<file path="config.mk">
export PLATFORM = sky130hd
export DESIGN_NAME = regfile_wb_arbiter
export DESIGN_NICKNAME = d
export VERILOG_FILES = /design/src/rtl/regfile_pkg.sv /design/src/rtl/regfile_wb_arbiter_rr_pick.sv /design/src/rtl/regfile_wb_arbiter.sv
export SDC_FILE = /design/constraint.sdc
export NUM_CORES = 1
export LEC_CHECK = 0
export CAP_MARGIN = 15
export CORE_MARGIN = 2
export CORE_UTILIZATION = 40
export DETAILED_ROUTE_END_ITERATION = 12
export PLACE_DENSITY_LB_ADDON = 0.1
export RECOVER_POWER = 50
export SLEW_MARGIN = 20
export SYNTH_ARGS = -nofsm -noshare
export SYNTH_HDL_FRONTEND = slang
export SYNTH_SLANG_ARGS = --single-unit
</file>
<file path="constraint.sdc">
create_clock -name clk -period 4.4 [get_ports clk]
set_input_delay 0.66 -clock clk [delete_from_list [all_inputs] [get_ports clk]]
set_output_delay 0.66 -clock clk [all_outputs]
set_load 0.01 [all_outputs]
</file>
<file path="src/rtl/regfile_pkg.sv">
// Shared register-file types used by the writeback arbiter and its helpers.
package regfile_pkg;

    localparam int REG_ADDR_W = 5;
    localparam int REG_DATA_W = 32;
    localparam int NUM_REGS   = 32;

    typedef logic [REG_ADDR_W-1:0] reg_addr_t;
    typedef logic [REG_DATA_W-1:0] reg_data_t;

    typedef enum logic {ARB, LOCKED} wb_arb_state_t;

endpackage

</file>
<file path="src/rtl/regfile_wb_arbiter_rr_pick.sv">
// Combinational round-robin picker: first set bit of req at or after start, with wrap.
module rr_pick
    import regfile_pkg::*;
#(
    parameter int N  = 3,
    parameter int IW = 2
) (
    input  logic [N-1:0]  req,
    input  logic [IW-1:0] start,
    output logic [N-1:0]  grant,
    output logic [IW-1:0] idx
);

    // Walk from the farthest candidate back to start so the nearest request wins.
    always_comb begin
        int j;
        grant = '0;
        idx   = '0;
        j     = 0;
        for (int k = N - 1; k >= 0; k--) begin
            j = int'(start) + k;
            if (j >= N) j = j - N;
            if (req[j]) begin
                grant    = '0;
                grant[j] = 1'b1;
                idx      = IW'(j);
            end
        end
    end

endmodule

</file>
<file path="src/rtl/regfile_wb_arbiter.sv">
// Round-robin arbiter sharing the register bank write port, with burst lock.
// Optional macro REGFILE_WB_ARB_ZERO_SUPPRESS_EN drops writes to x0 at the output stage.
module regfile_wb_arbiter
    import regfile_pkg::*;
#(
    parameter int NUM_REQ = 3,
    parameter int DATA_W  = REG_DATA_W,
    parameter int ADDR_W  = REG_ADDR_W,
    localparam int IDX_W  = $clog2(NUM_REQ)
) (
    input  logic                      clk,
    input  logic                      rst_n,
    input  logic [NUM_REQ-1:0]        req_valid,
    input  logic [NUM_REQ-1:0]        req_lock,
    input  logic [NUM_REQ*ADDR_W-1:0] req_reg,
    input  logic [NUM_REQ*DATA_W-1:0] req_data,
    output logic [NUM_REQ-1:0]        req_ready,
    input  logic                      wb_hold,
    output logic [ADDR_W-1:0]         write_reg,
    output logic [DATA_W-1:0]         write_data,
    output logic                      write_enable,
    output logic [IDX_W-1:0]          grant_id
);

    wb_arb_state_t      state;
    logic [IDX_W-1:0]   rr_ptr;
    logic [IDX_W-1:0]   lock_owner;
    logic [IDX_W-1:0]   pick_idx;
    logic [IDX_W-1:0]   acc_idx;
    logic [NUM_REQ-1:0] pick_grant;
    logic [NUM_REQ-1:0] owner_mask;
    logic               accept;
    logic               beat_we;
    logic [ADDR_W-1:0]  sel_reg;
    logic [DATA_W-1:0]  sel_data;

    rr_pick #(.N(NUM_REQ), .IW(IDX_W)) u_pick (
        .req   (req_valid),
        .start (rr_ptr),
        .grant (pick_grant),
        .idx   (pick_idx)
    );

    // While locked only the burst owner can be accepted; others are starved on purpose.
    always_comb begin
        owner_mask = NUM_REQ'(1) << lock_owner;
        req_ready  = '0;
        if (rst_n && !wb_hold) begin
            req_ready = (state == LOCKED) ? (owner_mask & req_valid) : pick_grant;
        end
    end

    assign accept   = |(req_valid & req_ready);
    assign acc_idx  = (state == LOCKED) ? lock_owner : pick_idx;
    assign sel_reg  = req_reg[acc_idx*ADDR_W +: ADDR_W];
    assign sel_data = req_data[acc_idx*DATA_W +: DATA_W];

`ifdef REGFILE_WB_ARB_ZERO_SUPPRESS_EN
    assign beat_we = |sel_reg;
`else
    assign beat_we = 1'b1;
`endif

    // Hold gates req_ready, so no accept happens and all arbitration state freezes.
    always_ff @(posedge clk or negedge rst_n) begin
        if (!rst_n) begin
            write_enable <= 1'b0;
            write_reg    <= '0;
            write_data   <= '0;
            grant_id     <= '0;
            rr_ptr       <= '0;
            lock_owner   <= '0;
            state        <= ARB;
        end else if (accept) begin
            write_enable <= beat_we;
            write_reg    <= sel_reg;
            write_data   <= sel_data;
            grant_id     <= acc_idx;
            if (state == ARB) begin
                rr_ptr <= (acc_idx == IDX_W'(NUM_REQ - 1)) ? '0 : acc_idx + 1'b1;
                if (req_lock[acc_idx]) begin
                    state      <= LOCKED;
                    lock_owner <= acc_idx;
                end
            end else if (!req_lock[acc_idx]) begin
                state <= ARB;
            end
        end else begin
            write_enable <= 1'b0;
        end
    end

endmodule

</file>
* Word level (Yosys, flattened, before mapping)
Index checks and enable logic that the tools add are counted.
Cells by class: add/subtract/negate cells 6, multiply operators 1, $lt $le $gt $ge 10, equality and inequality tests 1, shifts and indexed selects 3, multiplexer cells 32, bitwise operators 3, reduce and logical (&&, ||, !) cells 8
Operator list (count):
- greater-or-equal comparator 32 x 1 -> 1 bit (second input constant) | 3
- less-than comparator 32 x 4 -> 1 bit (second input constant) | 3
- two-way mux 32 bit | 3
- indexed part select 96 x 8 -> 32 bit | 1
- greater-or-equal comparator 32 x 3 -> 1 bit (second input constant) | 2
- subtractor 32 x 3 -> 32 bit (second input constant) | 2
- two-way mux 3 bit | 5
- indexed part select 15 x 6 -> 5 bit | 1
- two-way mux 1 bit | 12
- two-way mux 2 bit | 5
- binary-select mux 1 bit (select 2 bit) | 4
- bitwise AND 3 bit | 2
- demux 1 bit (select 2 bit) | 3
- multiplier 2 x 3 -> 5 bit (second input constant) | 1
- logical AND 1 bit | 4
- adder 2 x 1 -> 3 bit (second input constant) | 1
- adder 2 x 2 -> 3 bit (second input constant) | 1
- less-than comparator 2 x 3 -> 1 bit (second input constant) | 1
- AND reduction 3 bit | 1
- OR reduction 3 bit | 1
- << shifter 1 x 2 -> 3 bit (first input constant) | 1
- subtractor 2 x 2 -> 3 bit (second input constant) | 1
- adder 2 x 1 -> 2 bit (second input constant) | 1
- equality test 2 bit (second input constant) | 1
- other kinds (4) | 4
Storage, ports and cells: register bits 45, bits of input ports 120, output and inout port bits 43, word-level logic and storage cells 71

* Longest topological paths before layout
depth after elaboration 15, gate-level depth with buffers 13, mapped depth without buffers 9

* Modules after synthesis
Synthesis repeated with hierarchy kept, for this count alone.
Second synthesis, totals: cell total of the unflattened synthesis 259, area, all modules 2835.2 um2
By module, submodules not included:
- regfile_wb_arbiter | times used 1, cells an instance 221, area an instance 2543.7 um2, seq. area each 1126.1 um2
- rr_pick | times used 1, cells an instance 38, area an instance 291.5 um2, seq. area each 0.0 um2

* Worst setup path after synthesis
No wires, ideal clock.
path kind input port to flip-flop, from input req_valid[0], to register grant_id[0], setup time 0.125 ns, arrival 2.599 ns, path slack 1.676 ns, stages on the path 9, buffers on the path 2, cells stage by stage buf_6 mux2_4 and4b_1 a211o_1 nand2_2 nor2_2 a2111oi_4 buf_6 mux2_4
On the way: word-level cells in the longest chain between the ends 10, elaborated cells on any way between the ends 21
RTL lines:
- start: declaration | RTL line regfile_wb_arbiter.sv:13 | input logic [NUM_REQ-1:0] req_valid,
- binary-select mux 1 bit (select 2 bit) | RTL line regfile_wb_arbiter_rr_pick.sv:23 | if (req[j]) begin
- two-way mux 1 bit (not written as such) (2 in series) | RTL line regfile_wb_arbiter_rr_pick.sv:23
- two-way mux 3 bit (3 in series) | RTL line regfile_wb_arbiter_rr_pick.sv:23
- two-way mux 3 bit | RTL line regfile_wb_arbiter.sv:49 | req_ready = (state == LOCKED) ? (owner_mask & req_valid) : pick_grant;
- two-way mux 3 bit | RTL line regfile_wb_arbiter.sv:48 | if (rst_n && !wb_hold) begin
- bitwise AND 3 bit | RTL line regfile_wb_arbiter.sv:53 | assign accept = |(req_valid & req_ready);
- OR reduction 3 bit | RTL line regfile_wb_arbiter.sv:53
- end signal: assignment | RTL line regfile_wb_arbiter.sv:78 | grant_id <= acc_idx;
- end: declaration | RTL line regfile_wb_arbiter.sv:22 | output logic [IDX_W-1:0] grant_id
Several ways; a longest one is shown, not always the timed one. The select of a mux whose other input is x is not followed. A chain may end at the register's enable or synchronous reset.

* Worst setup path after layout
from input req_valid[1], to output req_ready[1]
On the way: word-level cells in the longest chain between the ends 8, elaborated cells on any way between the ends 15
RTL lines:
- binary-select mux 1 bit (select 2 bit) | RTL line regfile_wb_arbiter_rr_pick.sv:23
- two-way mux 1 bit (not written as such) (2 in series) | RTL line regfile_wb_arbiter_rr_pick.sv:23
- two-way mux 3 bit (3 in series) | RTL line regfile_wb_arbiter_rr_pick.sv:23
- two-way mux 3 bit (*) | RTL line regfile_wb_arbiter.sv:49
- two-way mux 3 bit (*) | RTL line regfile_wb_arbiter.sv:48
- end: declaration | RTL line regfile_wb_arbiter.sv:17 | output logic [NUM_REQ-1:0] req_ready,
Every way passes the cells marked *; elsewhere a longest branch is shown, timed or not. The select of a mux whose other input is x is not followed.

==> flow_metrics.env <==
export IMPL_area_growth_pct=52.66
export IMPL_crit_fanout=10
export IMPL_vias=2910
export IMPL_tightestPinTransition_ps=1425
export IMPL_required_ps=3740
export IMPL_start_util=0.4151
export IMPL_crit_chain="clkdlybuf4s50_1, mux2i_1, o21ai_2, a211o_1, nand2_2, o21ai_0, and2_1, clkdlybuf4s50_1"
export IMPL_critPathSlowestCell="clkdlybuf4s50_1"
export IMPL_ys_flop_type="dfrtp_1"
export IMPL_largest_reg_flops=32
export IMPL_start_kind="input pin"
export IMPL_synth_cell_area_mm2=0.003224
export IMPL_cts_resized=0
export IMPL_grt_usage=0.2008
export IMPL_crit_family="buffers and inverters"
export IMPL_p_per_area_mw_per_mm2=632.5
export IMPL_ir_worst_vdd_mv=0.2909
export IMPL_fin_crit_ps=3534
export IMPL_routed_via_density=5.150
export IMPL_synth_cells=308
export IMPL_cts_path_max_buffers=2
export IMPL_synth_yosys_seq_area_share=0.3492
export IMPL_max_stage_delay_ps=580
export IMPL_cap_violations=0
export IMPL_clk_latency_ps=290
export IMPL_crit_top_cell="clkdlybuf4s50_1"
export IMPL_syn_area_per_cell_um2=10.47
export IMPL_dpl_instance_area_mm2=0.004843
export IMPL_final_antenna_net_count=0
export IMPL_cts_hold_buffers=0
export IMPL_final_cell_mix="clkdlybuf4s50_1 (140), dfrtp_1 (45), nand2_1 (43)"
export IMPL_htree_levels=2
export IMPL_final_nets=586
export IMPL_die_h_um=93.78
export IMPL_synth_edf_count=0
export IMPL_grt_ovfl_total=0
export IMPL_hpwl_mm=6.861
export IMPL_wl_mm=8.871
export IMPL_grt_pass1_wl_mm=14.08
export IMPL_syn_num_nets=432
export IMPL_drive_gt1_frac=0.1382
export IMPL_final_common_cell="clkdlybuf4s50_1"
export IMPL_wl_per_cell_um=15.70
export IMPL_cts_tree="yes"
export IMPL_setup_slack_ps=866.0
export IMPL_grt_pass1_vias=2913
export IMPL_setup_viol=0
export IMPL_hp_class="reg2reg"
export IMPL_pre_cts_slack_ps=727.6
export IMPL_drt_iter0_drc=137
export IMPL_status="finished clean"
export IMPL_io_pins=163
export IMPL_postCtsSetupRepairBufs=0
export IMPL_rsz0062_at_grt="no"
export IMPL_finalHoldViolations=0
export IMPL_clock_sinks=45
export IMPL_dr_pass1_iters=4
export IMPL_antenna_cells=0
export IMPL_yosysWarnings=0
export IMPL_die_w_um=93.78
export IMPL_antenna_found_initial=0
export IMPL_async_flop_share=1.000
export IMPL_stdcell_area_mm2=0.004922
export IMPL_worst_hold_slack_ps=482.4
export IMPL_drc=0
export IMPL_core_mm2=0.007767
export IMPL_finalCritPeriodShare=0.8032
export IMPL_end_kind="output pin"
export IMPL_fmax_ghz=0.2830
export IMPL_path_clk_slew_ps=80
export IMPL_yosysUniqueCellTypes=49
export IMPL_slew_viol_final=0
export IMPL_n_fill_cell=651
export IMPL_grt_max_degree=41
export IMPL_dp_cells=557
export IMPL_max_slew_margin=0.04978
export IMPL_arrival_ps=2870
export IMPL_row_count=32
export IMPL_criticalPathCategory="in2out"
export IMPL_finalWeightedCongestion=0.8356
export IMPL_dieArea_mm2=0.008795
export IMPL_p_leak_nw=2.274
export IMPL_io_buffers=162
export IMPL_cp_num_buf_inv=2
export IMPL_tns_ps=0
export IMPL_instances_no_fill=565
export IMPL_numCtsBuffers=5
export IMPL_root_buffer="clkbuf_8"
export IMPL_ys_seq_elements=45
export IMPL_finClkSkew_ps=4.461
[final cells by class]
cell class	instances	area, um2	share of cell area
tap	102	127.6	0.02593
timing repair buffer	169	1677	0.3406
sequential	45	1126	0.2288
clock inverter	1	7.507	0.001525
inverter	8	30.03	0.006101
clock buffer	7	76.32	0.01551
multi-input combinational	233	1878	0.3815
[cell usage after synthesis (3+ instances only)]
master | instances | area (um2)
dfrtp_1 | 45 | 1126
nand2_1 | 43 | 161.4
o21ai_0 | 42 | 210.2
mux2i_1 | 41 | 410.4
mux2_4 | 39 | 585.6
nor2_1 | 9 | 33.78
buf_6 | 8 | 90.09
inv_1 | 7 | 26.28
buf_2 | 6 | 30.03
nand3_1 | 5 | 25.02
a21oi_1 | 4 | 20.02
a31oi_1 | 4 | 25.02
ha_1 | 4 | 50.05
and3_1 | 3 | 18.77
clkbuf_1 | 3 | 11.26
clkbuf_8 | 3 | 41.29
o211ai_1 | 3 | 22.52
[report_power, final]
| group | switching, mW | leakage (nW) | internal (mW) |
|---|---|---|---|
| clock | 0.137 | 0.0385 | 0.113 |
| sequential | 0.130 | 0.551 | 0.620 |
| combinational | 0.956 | 1.68 | 1.16 |
[worst reg2reg max path, cell delays in order (launching register included)]
cell      delay, ps
dfrtp_1         410
inv_1            90
ha_1            480
nand2b_1        120
a221o_1         350
a21oi_2         150
buf_4           350
and3_1          250
buf_4           240
nand2_1         100
a31oi_1         280
mux2_2          380
[worst paths after layout]
path,slack (ps),from,to,cells past startpoint
max,870,req_valid[1],req_ready[1],8
min,480,grant_id[1]$_DFFE_PN0P_,grant_id[1]$_DFFE_PN0P_,1
max reg2reg,1100,rr_ptr[0]$_DFFE_PN0P_,lock_owner[1]$_DFFE_PN0P_,11
min reg2reg,480,grant_id[1]$_DFFE_PN0P_,grant_id[1]$_DFFE_PN0P_,1
max in group asynchronous,1930,rst_n,write_data[3]$_DFFE_PN0P_,2
min in group asynchronous,580,rst_n,write_data[17]$_DFFE_PN0P_,1
[kinds of logic (layout without fill, tap and decap cells)]
kind of cell,after synthesis,in the layout,synth area share
flops,45,45,0.3492
fa+ha+maj,4,4,0.01552
buf+inv,30,185,0.06985
compound gates,68,68,0.1312
mux,82,82,0.3159
simple gates,79,79,0.1184
[metrics by stage]
step	power [mW]	util
5_1_grt	3.342	0.6337
4_1_cts	3.196	0.6343
3_5_place_dp	2.925	0.6236
6_report	3.113	0.6337
2_1_floorplan	2.221	-
3_3_place_gp	2.891	0.6236
[metal layers]
layer  track usage  share of wire  vias to the layer above
li1              -              -                     1409
met1        0.2328           0.39                     1352
met2        0.3601           0.51                      136
met3       0.06019          0.089                       13
met4       0.05072          0.012                        0
met5             0              0                        -
Power figures use the tool's default switching activity.
